$ cat src/rtl/regfile_wb_arbiter.sv
// Register-file write-port arbiter: writeback stage has priority, long-latency results queue in a FIFO.
// Optional starvation guard enabled by defining WBARB_STARVE_GUARD_EN.
module regfile_wb_arbiter #(
    parameter int DEPTH        = 2,
    parameter int STARVE_LIMIT = 8,
    parameter int XLEN         = 32
) (
    input  logic                     clk,
    input  logic                     reset,
    input  logic                     pipe_we,
    input  logic [4:0]               pipe_rd,
    input  logic [XLEN-1:0]          pipe_wdata,
    input  logic                     lu_valid,
    input  logic [4:0]               lu_rd,
    input  logic [XLEN-1:0]          lu_wdata,
    output logic                     lu_ready,
    output logic                     rf_we,
    output logic [4:0]               rf_waddr,
    output logic [XLEN-1:0]          rf_wdata,
    output logic                     stall_pipe,
    output logic [31:0]              busy,
    output logic [$clog2(DEPTH):0]   pend_cnt
);

    localparam int PW = $clog2(DEPTH);

    if (DEPTH < 2 || (DEPTH & (DEPTH - 1)) != 0) begin : g_bad_depth
        $error("DEPTH must be a power of 2 and >= 2");
    end
    if (STARVE_LIMIT < 1) begin : g_bad_limit
        $error("STARVE_LIMIT must be >= 1");
    end

    logic [4:0]      rd_q   [DEPTH];
    logic [XLEN-1:0] data_q [DEPTH];
    logic [DEPTH-1:0] vld_q;
    logic [DEPTH-1:0] kill_q;
    logic [PW-1:0]   wr_ptr_q;
    logic [PW-1:0]   rd_ptr_q;
    logic [PW:0]     cnt_q;
    logic [PW:0]     cnt_d;

    logic full;
    logic push;
    logic pop;
    logic pipe_grant;
    logic head_grant;

    always_comb begin
        full       = (cnt_q == (PW+1)'(DEPTH));
        lu_ready   = !full;
        push       = lu_valid && !full && (lu_rd != 5'd0);
        pipe_grant = pipe_we && (pipe_rd != 5'd0) && !stall_pipe;
        // A killed head is drained on any cycle the pipe does not own the port.
        pop        = !pipe_grant && vld_q[rd_ptr_q];
        head_grant = pop && !kill_q[rd_ptr_q];
        rf_we      = reset && (pipe_grant || head_grant);
        rf_waddr   = pipe_grant ? pipe_rd    : rd_q[rd_ptr_q];
        rf_wdata   = pipe_grant ? pipe_wdata : data_q[rd_ptr_q];
        cnt_d      = cnt_q + (PW+1)'(push) - (PW+1)'(pop);
        pend_cnt   = cnt_q;
    end

    always_comb begin
        busy = '0;
        for (int i = 0; i < DEPTH; i++) begin
            if (vld_q[i] && !kill_q[i]) begin
                busy[rd_q[i]] = 1'b1;
            end
        end
    end

    always_ff @(posedge clk or negedge reset) begin
        if (!reset) begin
            for (int i = 0; i < DEPTH; i++) begin
                rd_q[i]   <= '0;
                data_q[i] <= '0;
            end
            vld_q    <= '0;
            kill_q   <= '0;
            wr_ptr_q <= '0;
            rd_ptr_q <= '0;
            cnt_q    <= '0;
        end else begin
            // Kill older entries first; a same-cycle push overwrites its slot afterwards and stays live.
            for (int i = 0; i < DEPTH; i++) begin
                if (pipe_grant && vld_q[i] && (rd_q[i] == pipe_rd)) begin
                    kill_q[i] <= 1'b1;
                end
            end
            if (pop) begin
                vld_q[rd_ptr_q] <= 1'b0;
                rd_ptr_q        <= rd_ptr_q + 1'b1;
            end
            if (push) begin
                vld_q[wr_ptr_q]  <= 1'b1;
                kill_q[wr_ptr_q] <= 1'b0;
                rd_q[wr_ptr_q]   <= lu_rd;
                data_q[wr_ptr_q] <= lu_wdata;
                wr_ptr_q         <= wr_ptr_q + 1'b1;
            end
            cnt_q <= cnt_d;
        end
    end

`ifdef WBARB_STARVE_GUARD_EN
    localparam int WW = $clog2(STARVE_LIMIT + 1);

    logic [WW-1:0] wait_q;
    logic          head_live;
    logic          empty;

    always_comb begin
        empty     = (cnt_q == '0);
        head_live = vld_q[rd_ptr_q] && !kill_q[rd_ptr_q];
    end

    assign stall_pipe = (wait_q == WW'(STARVE_LIMIT));

    always_ff @(posedge clk or negedge reset) begin
        if (!reset) begin
            wait_q <= '0;
        end else if (head_grant || empty) begin
            wait_q <= '0;
        end else if (head_live && pipe_grant) begin
            wait_q <= wait_q + 1'b1;
        end
    end
`else
    assign stall_pipe = 1'b0;
`endif

endmodule

$ cat config.mk
export PLATFORM = sky130hd
export DESIGN_NAME = regfile_wb_arbiter
export DESIGN_NICKNAME = d
export VERILOG_FILES = /design/src/rtl/regfile_wb_arbiter.sv
export SDC_FILE = /design/constraint.sdc
export NUM_CORES = 1
export LEC_CHECK = 0
export ABC_AREA = 1
export CAP_MARGIN = 15
export CORE_MARGIN = 10
export CORE_UTILIZATION = 40
export CTS_CLUSTER_SIZE = 14
export DETAILED_ROUTE_END_ITERATION = 8
export PLACE_DENSITY = 0.75
export SLEW_MARGIN = 40
export SYNTH_ARGS = -nofsm -noshare
export SYNTH_HDL_FRONTEND = slang
export SYNTH_SLANG_ARGS = --single-unit
$ cat constraint.sdc
create_clock -name clk -period 3.7 [get_ports clk]
set_clock_uncertainty 0.1 [all_clocks]
set_input_delay 0.37 -clock clk [delete_from_list [all_inputs] [get_ports clk]]
set_output_delay 0.37 -clock clk [all_outputs]
set_load 0.01 [all_outputs]
# After elaboration in Yosys (flattened, before gate mapping)
# Index checks and enable logic that the tools add are counted.
# op_classes
magnitude_cmp,11
reduce_logical,25
n_mux,33
bitwise,8
n_eq_ne,3
add_sub_neg,4
# ops
cell,n
two-way mux 32 bit,7
bitwise mux 64 bit,1
demux 32 bit (select 1 bit),1
bitwise OR 32 bit,1
two-way mux 5 bit,5
logical AND 1 bit,17
"< comparator 5 x 6 -> 1 bit, second input constant",2
bitwise mux 10 bit,1
demux 1 bit (select 5 bit),2
equality test 5 bit,2
"greater-or-equal comparator 5 x 1 -> 1 bit, second input constant",2
two-way mux 1 bit,10
nonzero test 5 bit,2
two-way mux 2 bit,3
demux 5 bit (select 1 bit),1
logical NOT 1 bit,5
AND 2 bit,2
"greater-or-equal comparator 2 bit, second input constant",2
"< comparator 1 x 2 -> 1 bit, second input constant",2
NOT 1 -> 2 bit,2
NOT 2 bit,2
"adder 1 bit, second input constant",2
adder 2 x 1 -> 2 bit,1
demux 1 bit (select 1 bit),2
6 further kinds,7
# word_totals
wordCells,93
output_inout_bits,74
register_bits,82

# Longest topological paths before layout
# Gate-level depths: netlist (run 1).
# depth
word_depth,9
ltp_mapped,10
depth_no_buf,9

# Least setup slack after synthesis (run 1)
# Ideal clock, no wire load.
# synth_path
path_type,reg2reg
startpoint,register rd_ptr_q
endpoint,"register cnt_q[1], in the netlist pend_cnt[1]"
stages_incl_launch_ff,11
setup_ns,0.125
required_ns,3.475
path_buffers,1
arrival_ns,1.401
slack_ns,2.075
cell_sequence,dfrtp_1 buf_2 inv_2 nand2_1 o21ai_1 nand2_1 nand2_1 nand2_1 ha_1 xor2_1 xnor2_1
# synth_via
elab_chain_cells,4
# synth_lines
element,line_no,rtl
"start, declared",39,logic [PW-1:0] rd_ptr_q;
"start signal, assigned",93,rd_ptr_q <= rd_ptr_q + 1'b1;
two-way mux 1 bit (implied by the code) (2 in series),55,pop = !pipe_grant && vld_q[rd_ptr_q];
logical AND 1 bit,55,
subtractor 2 x 1 -> 2 bit,60,cnt_d = cnt_q + (PW+1)'(push) - (PW+1)'(pop);
net cnt_d[1],41,logic [PW:0] cnt_d;
"end signal, assigned",102,cnt_q <= cnt_d;
"end, declared",40,logic [PW:0] cnt_q;
# The timed path passes the listed nets, and every way through them passes these cells. The select of a mux whose other input is x is not followed.
# A chain may end at the register's enable or synchronous reset.

# Worst setup path after layout (run 1)
# layout_path
startpoint,register rd_ptr_q
endpoint,output rf_we
# layout_via
elab_chain_cells,6
# layout_lines
element,line_no,rtl
"two-way mux 1 bit, on equally long branches (2 in series)","55, 56",
logical AND 1 bit or logical NOT 1 bit (tied branches),"55, 56",
logical AND 1 bit *,56,head_grant = pop && !kill_q[rd_ptr_q];
logical OR 1 bit *,57,rf_we = reset && (pipe_grant || head_grant);
logical AND 1 bit *,57,
"end, declared",17,"output logic rf_we,"
# Mark *: on every way between the ends. The rest lies on a longest branch, timed or not. The select of a mux whose other input is x is not followed.

==> results_dict.tcl, run 1 <==
set metrics [dict create \
    status "complete, no violations" \
    nNetsFinal 836 \
    numPortBuffers 150 \
    finalNonFillerCells 905 \
    cp-start-kind "flop" \
    place_congestion 0.914 \
    drv_cap 0 \
    fillers 1072 \
    synthArstFlopShare_pct 100 \
    initialDrtViolationCount 436 \
    first_pass_iters 5 \
    synth_edf_count 0 \
    p_leak_uw 0.00288 \
    antenna_found_initial 0 \
    regToRegSetupSlack_ps 1570 \
    utilization_pct 56.7 \
    synth_warnings 0 \
    grt_pass1_wl_mm 23.8 \
    hold_viol 0 \
    worst_hold_slack_ps 382 \
    min_path_type "reg -> reg" \
    grt_max_degree 81 \
    die_w_um 127 \
    cts_num_sinks 82 \
    setup_tns_ps 0 \
    cp.arrival_ps 2420 \
    cp.required_ps 3230 \
    dieArea_sq_um 16200 \
    synth_area_leaders "dfrtp_1, nand2_1, o21ai_0" \
    vias 4699 \
    hold_depth 2 \
    synth_nets 703 \
    synth_top_area_share_pct 44.4 \
    netlist_area_sq_um 4620 \
    core_region_area_sq_um 11400 \
    synthFlopType "dfrtp_1" \
    cts_root_buf "clkbuf_16" \
    numCtsBuffers 9 \
    diodes 0 \
    rows 39 \
    h-tree-depth 3 \
    cts_tree "yes" \
    drc_errors 0 \
    finalPower_uw 4760 \
    syn_to_final_growth_pct 39.6 \
    clockBufferDepth 2 \
    wl_per_cell_um 15.9 \
    hp-start "data_q[49]$_DFFE_PN0P_" \
    powerDensity_nw_per_um2 738 \
    seq_area_frac_synth_pct 44.4 \
    die_h_um 127 \
    ir_drop_v 0.000330 \
    grt_pass1_vias 4668 \
    ant_nets 0 \
    drv_slew 0 \
    avgSynthCellArea_sq_um 7.40 \
    r2r-end "pend_cnt[1]$_DFF_PN0_" \
    postCtsSetupBuffers 0 \
    rr_worst_depth 9 \
    ys_seq_elements 82 \
    timing.rr.start "rd_ptr_q$_DFFE_PN0P_" \
    detailed_place_hpwl_mm 10.5 \
    dp.cells 888 \
    ys_top_cells_by_count "nand2_1, dfrtp_1, o21ai_0, inv_1, nor2_1" \
    rsz0062_at_grt "no" \
    fmax_ghz 0.347 \
    hold_path_end "data_q[49]$_DFFE_PN0P_" \
    min_period_ps 2890 \
    endpoint_kind "output pin" \
    grt_overflow 0 \
    initial_core_util_pct 40.6 \
    worst_pin_slew_ps 708 \
    slew_headroom_pct 52.7 \
    worstSetupPathType "reg -> out" \
    via_per_inst 5.19 \
    cp_max_fo 37 \
    finalCritPeriodShare_pct 78.0 \
    synth.most_common_cell "nand2_1" \
    setup_violations 0 \
    clk_latency_ps 320 \
    ys_types 31 \
    yosysTopAreaCell "dfrtp_1" \
    track_usage_pct 17.4 \
    wl_mm 14.4 \
    clk_pin_slew_ps 60 \
    syn_inst 624 \
    drive_above_1_share_pct 6.43 \
    io_pins 152 \
]
[logic make-up (layout without fill, tap and decap cells)]
group | count (synthesis) | count (layout) | synth area share (%)
and+or+nand+nor | 279 | 279 | 24.3
adders and majority gates | 1 | 1 | 0.271
other | 1 | 1 | 0.0812
DFF | 82 | 82 | 44.4
xor gates and xnor gates | 2 | 2 | 0.379
buffers and inverters | 98 | 236 | 9.94
AOI/OAI and AO/OA | 161 | 161 | 20.6
[placed cells by master, fill, tap and decap left out, drive strengths merged]
cell / instances
nand2: 207
clkdlybuf4s50: 149
o21ai: 111
dfrtp: 82
inv: 67
nor2: 43
a31oi: 32
nand3: 20
clkbuf: 11
o211ai: 8
nor3: 8
o22ai: 6
buf: 5
a21oi: 2
a21boi: 2
nor4: 1
xor2: 1
xnor2: 1
ha: 1
conb: 1
clkinv: 1
bufinv: 1
clkinvlp: 1
dlygate4sd3: 1
[layout make-up]
| type | instances | area [sq um] | area share (%) |
|---|---|---|---|
| clock inverter | 5 | 60.1 | 0.931 |
| timing repair buffer | 155 | 1560 | 24.2 |
| tap | 143 | 179 | 2.77 |
| multi-input combinational | 444 | 2110 | 32.7 |
| inverter | 65 | 244 | 3.78 |
| clock buffer | 11 | 243 | 3.76 |
| sequential | 82 | 2050 | 31.8 |
[sequential cells by signal, indices dropped and copies added (netlist names)]
name      flops
data_q       64
kill_q        2
pend_cnt      2
rd_ptr_q      1
rd_q         10
vld_q         2
wr_ptr_q      1
[layer usage]
| metal | GRT usage [%] | vias to the layer above | routed length [um] |
|---|---|---|---|
| li1 | - | 2306 | - |
| met1 | 23.2 | 2164 | 6340 |
| met5 | 0 | - | 0 |
| met3 | 4.47 | 25 | 1250 |
| met2 | 27.1 | 204 | 6560 |
| met4 | 5.29 | 0 | 231 |
[critical path, cell delays in order, from the launching register on]
cell	delay, ps
dfrtp_1	390
inv_2	530
nand2_1	130
o21ai_1	170
o211ai_1	120
a21boi_1	180
clkdlybuf4s50_1	570
[worst max-delay path by stage]
stage / start / endpoint / cells after the start
after floorplan: rd_ptr_q$_DFFE_PN0P_ / pend_cnt[1]$_DFF_PN0_ / 10
after CTS: rd_ptr_q$_DFFE_PN0P_ / rf_we / 6
after detailed placement: pipe_rd[1] / rf_wdata[28] / 8
final: rd_ptr_q$_DFFE_PN0P_ / rf_we / 6
after global placement: pipe_rd[1] / rf_wdata[28] / 8
after global routing: rd_ptr_q$_DFFE_PN0P_ / rf_we / 6
[timing repair]
item                                   4_1_cts  5_1_grt
endpoints found under the hold margin       34        0
hold buffers                                 1        0
gates resized for setup                      0        0
[metrics by stage]
stage                     cell area (sq um)  worst slack, ps
after global routing                   6450              586
after global placement                 6140              851
after detailed placement               6140              853
after CTS                              6450              765
final                                  6450              814
after floorplan                        4620             2070
[report_power, final]
group,leakage [uW],internal [uW],switching [uW],total [uW]
logic,0.00171,921,1300,2230
registers,0.00102,1320,313,1640
clock network,0.000147,545,355,900
(Power assumes the default switching activity.)
==> run 2: changes to the inputs <==
Settings changed: PLACE_DENSITY 0.75 to 0.78.
Clock period 3.7 ns to 2.6 ns, I/O delays scaled along.
==> results_dict.tcl, run 2 (synthesis results as in run 1) <==
set metrics [dict create \
    track_usage_pct 17.4 \
    cp_max_fo 11 \
    top_regs "data_q x64, rd_q x10" \
    setup_violations 0 \
    dieArea_sq_um 16200 \
    ant_nets 0 \
    grt_pass1_wl_mm 23.6 \
    cp.required_ps 2240 \
    comb_power_share_pct 47.2 \
    cp.arrival_ps 2160 \
    numCtsBuffers 9 \
    io_pins 152 \
    utilization_pct 58.7 \
    worstSetupPathType "in -> out" \
    detailed_place_hpwl_mm 10.8 \
    fmax_ghz 0.396 \
    numPortBuffers 150 \
    slew_headroom_pct 61.9 \
    cp-start-kind "primary input" \
    status "complete, no violations" \
    cts_tree "yes" \
    cts_num_sinks 82 \
    clk_pin_slew_ps 60 \
    rows 39 \
    clockBufferDepth 2 \
    finalCritPeriodShare_pct 97.0 \
    min_period_ps 2520 \
    wl_mm 14.7 \
    largest_register "data_q" \
    first_pass_iters 5 \
    grt_overflow 0 \
    critPathBufInv 3 \
    hold_viol 0 \
    drv_slew 0 \
    h-tree-depth 3 \
    drive_above_1_share_pct 10.1 \
    die_h_um 127 \
    drc_errors 0 \
    via_per_inst 5.18 \
    worst_pin_slew_ps 572 \
    vias 4747 \
    wl_per_cell_um 16.0 \
    powerDensity_nw_per_um2 1030 \
    grt_pass1_vias 4735 \
    p_leak_uw 0.00312 \
    power_frac_seq_pct 34.0 \
    netSwitchingFraction_pct 41.6 \
    rsz0062_at_grt "no" \
    cp_top_family "buffers and inverters" \
    layout_common_cells "nand2_1, clkdlybuf4s50_1, dfrtp_1, o21ai_0, inv_1" \
    p_int_uw 4030 \
    clockPowerShare_pct 18.8 \
    die_w_um 127 \
    initialDrtViolationCount 288 \
    final_common_cell "nand2_1" \
    initial_core_util_pct 40.6 \
    antenna_found_initial 0 \
    diodes 0 \
    syn_to_final_growth_pct 44.4 \
    slowest_stage "clkdlybuf4s50_1" \
    endpoint_kind "output pin" \
    cp_slowest_stage_delay_ps 560 \
    fillers 1050 \
    core_region_area_sq_um 11400 \
    worst_hold_slack_ps 382 \
    path_cells "clkdlybuf4s50_1 -> nor2_1 -> nand3_1 -> nand2_4 -> buf_4 -> nor2_1 -> a31oi_1 -> clkdlybuf4s50_1" \
    drv_cap 0 \
    nNetsFinal 848 \
    grt_max_degree 46 \
    cts_root_buf "clkbuf_16" \
    largest_reg_flops 64 \
    ir_drop_v 0.000556 \
    clk_latency_ps 330 \
    min_path_type "reg -> reg" \
    place_congestion 0.947 \
    power_switching_uw 2870 \
]
## run 2: power by group through the flow
stage          Clock [uW]  Combinational [uW]  Sequential (uW)
4_1_cts              1310                3240             2320
3_3_place_gp            0                3150             2310
2_1_floorplan           0                2050             2210
5_1_grt              1380                3640             2430
3_5_place_dp            0                3230             2340
6_report             1300                3250             2340
## run 2: final timing paths
check | depth (start not counted) | slack [ps] | to | from
worst max-delay path | 8 | 80 | rf_wdata[0] | pipe_rd[0]
worst min-delay path | 2 | 380 | data_q[50]$_DFFE_PN0P_ | data_q[50]$_DFFE_PN0P_
worst max register to register | 8 | 870 | pend_cnt[1]$_DFF_PN0_ | rd_ptr_q$_DFFE_PN0P_
worst min register to register | 2 | 380 | data_q[50]$_DFFE_PN0P_ | data_q[50]$_DFFE_PN0P_
max in group asynchronous | 4 | 970 | data_q[56]$_DFFE_PN0P_ | reset
min in group asynchronous | 3 | 460 | data_q[7]$_DFFE_PN0P_ | reset
## run 2: metal layers
| metal | track usage (%) | wire length, um |
|---|---|---|
| met1 | 21.6 | 6140 |
| met2 | 28.1 | 6980 |
| met3 | 5.05 | 1260 |
| met4 | 6.30 | 278 |
| met5 | 0 | 0 |
## run 2: what timing repair did
action                                  CTS  global route
gates cloned                              0             1
endpoints found under the setup margin    3            58
gates resized for setup                   3            32
hold endpoints to repair                 37             0
buffers inserted                          0             1
hold buffers                              1             0
pin swaps                                 0             1
## run 2: worst min-delay path: stages, from the launching register on
cell and delay, ps:
dfrtp_1 340, nand2_1 60, o21ai_2 50
## run 2: layout make-up
class / count / area [sq um] / area share (%)
inverter: 65 / 244 / 3.66
timing repair buffer: 167 / 1730 / 25.9
sequential: 82 / 2060 / 30.8
multi-input combinational: 444 / 2160 / 32.4
clock buffer: 10 / 239 / 3.58
clock inverter: 6 / 62.6 / 0.938
tap: 143 / 179 / 2.68
## run 2: metrics by stage
stage               setup WS [ps]  power [uW]  cell area [sq um]  cells  TNS (ps)
floorplan                     975        4260               4620    624         0
global placement             59.3        5450               6230    898         0
detailed placement          -13.8        5570               6230    898     -13.8
CTS                          20.3        6880               6540    915         0
global route                 1.45        7450               6670    917         0
finish                       77.1        6900               6670    917         0
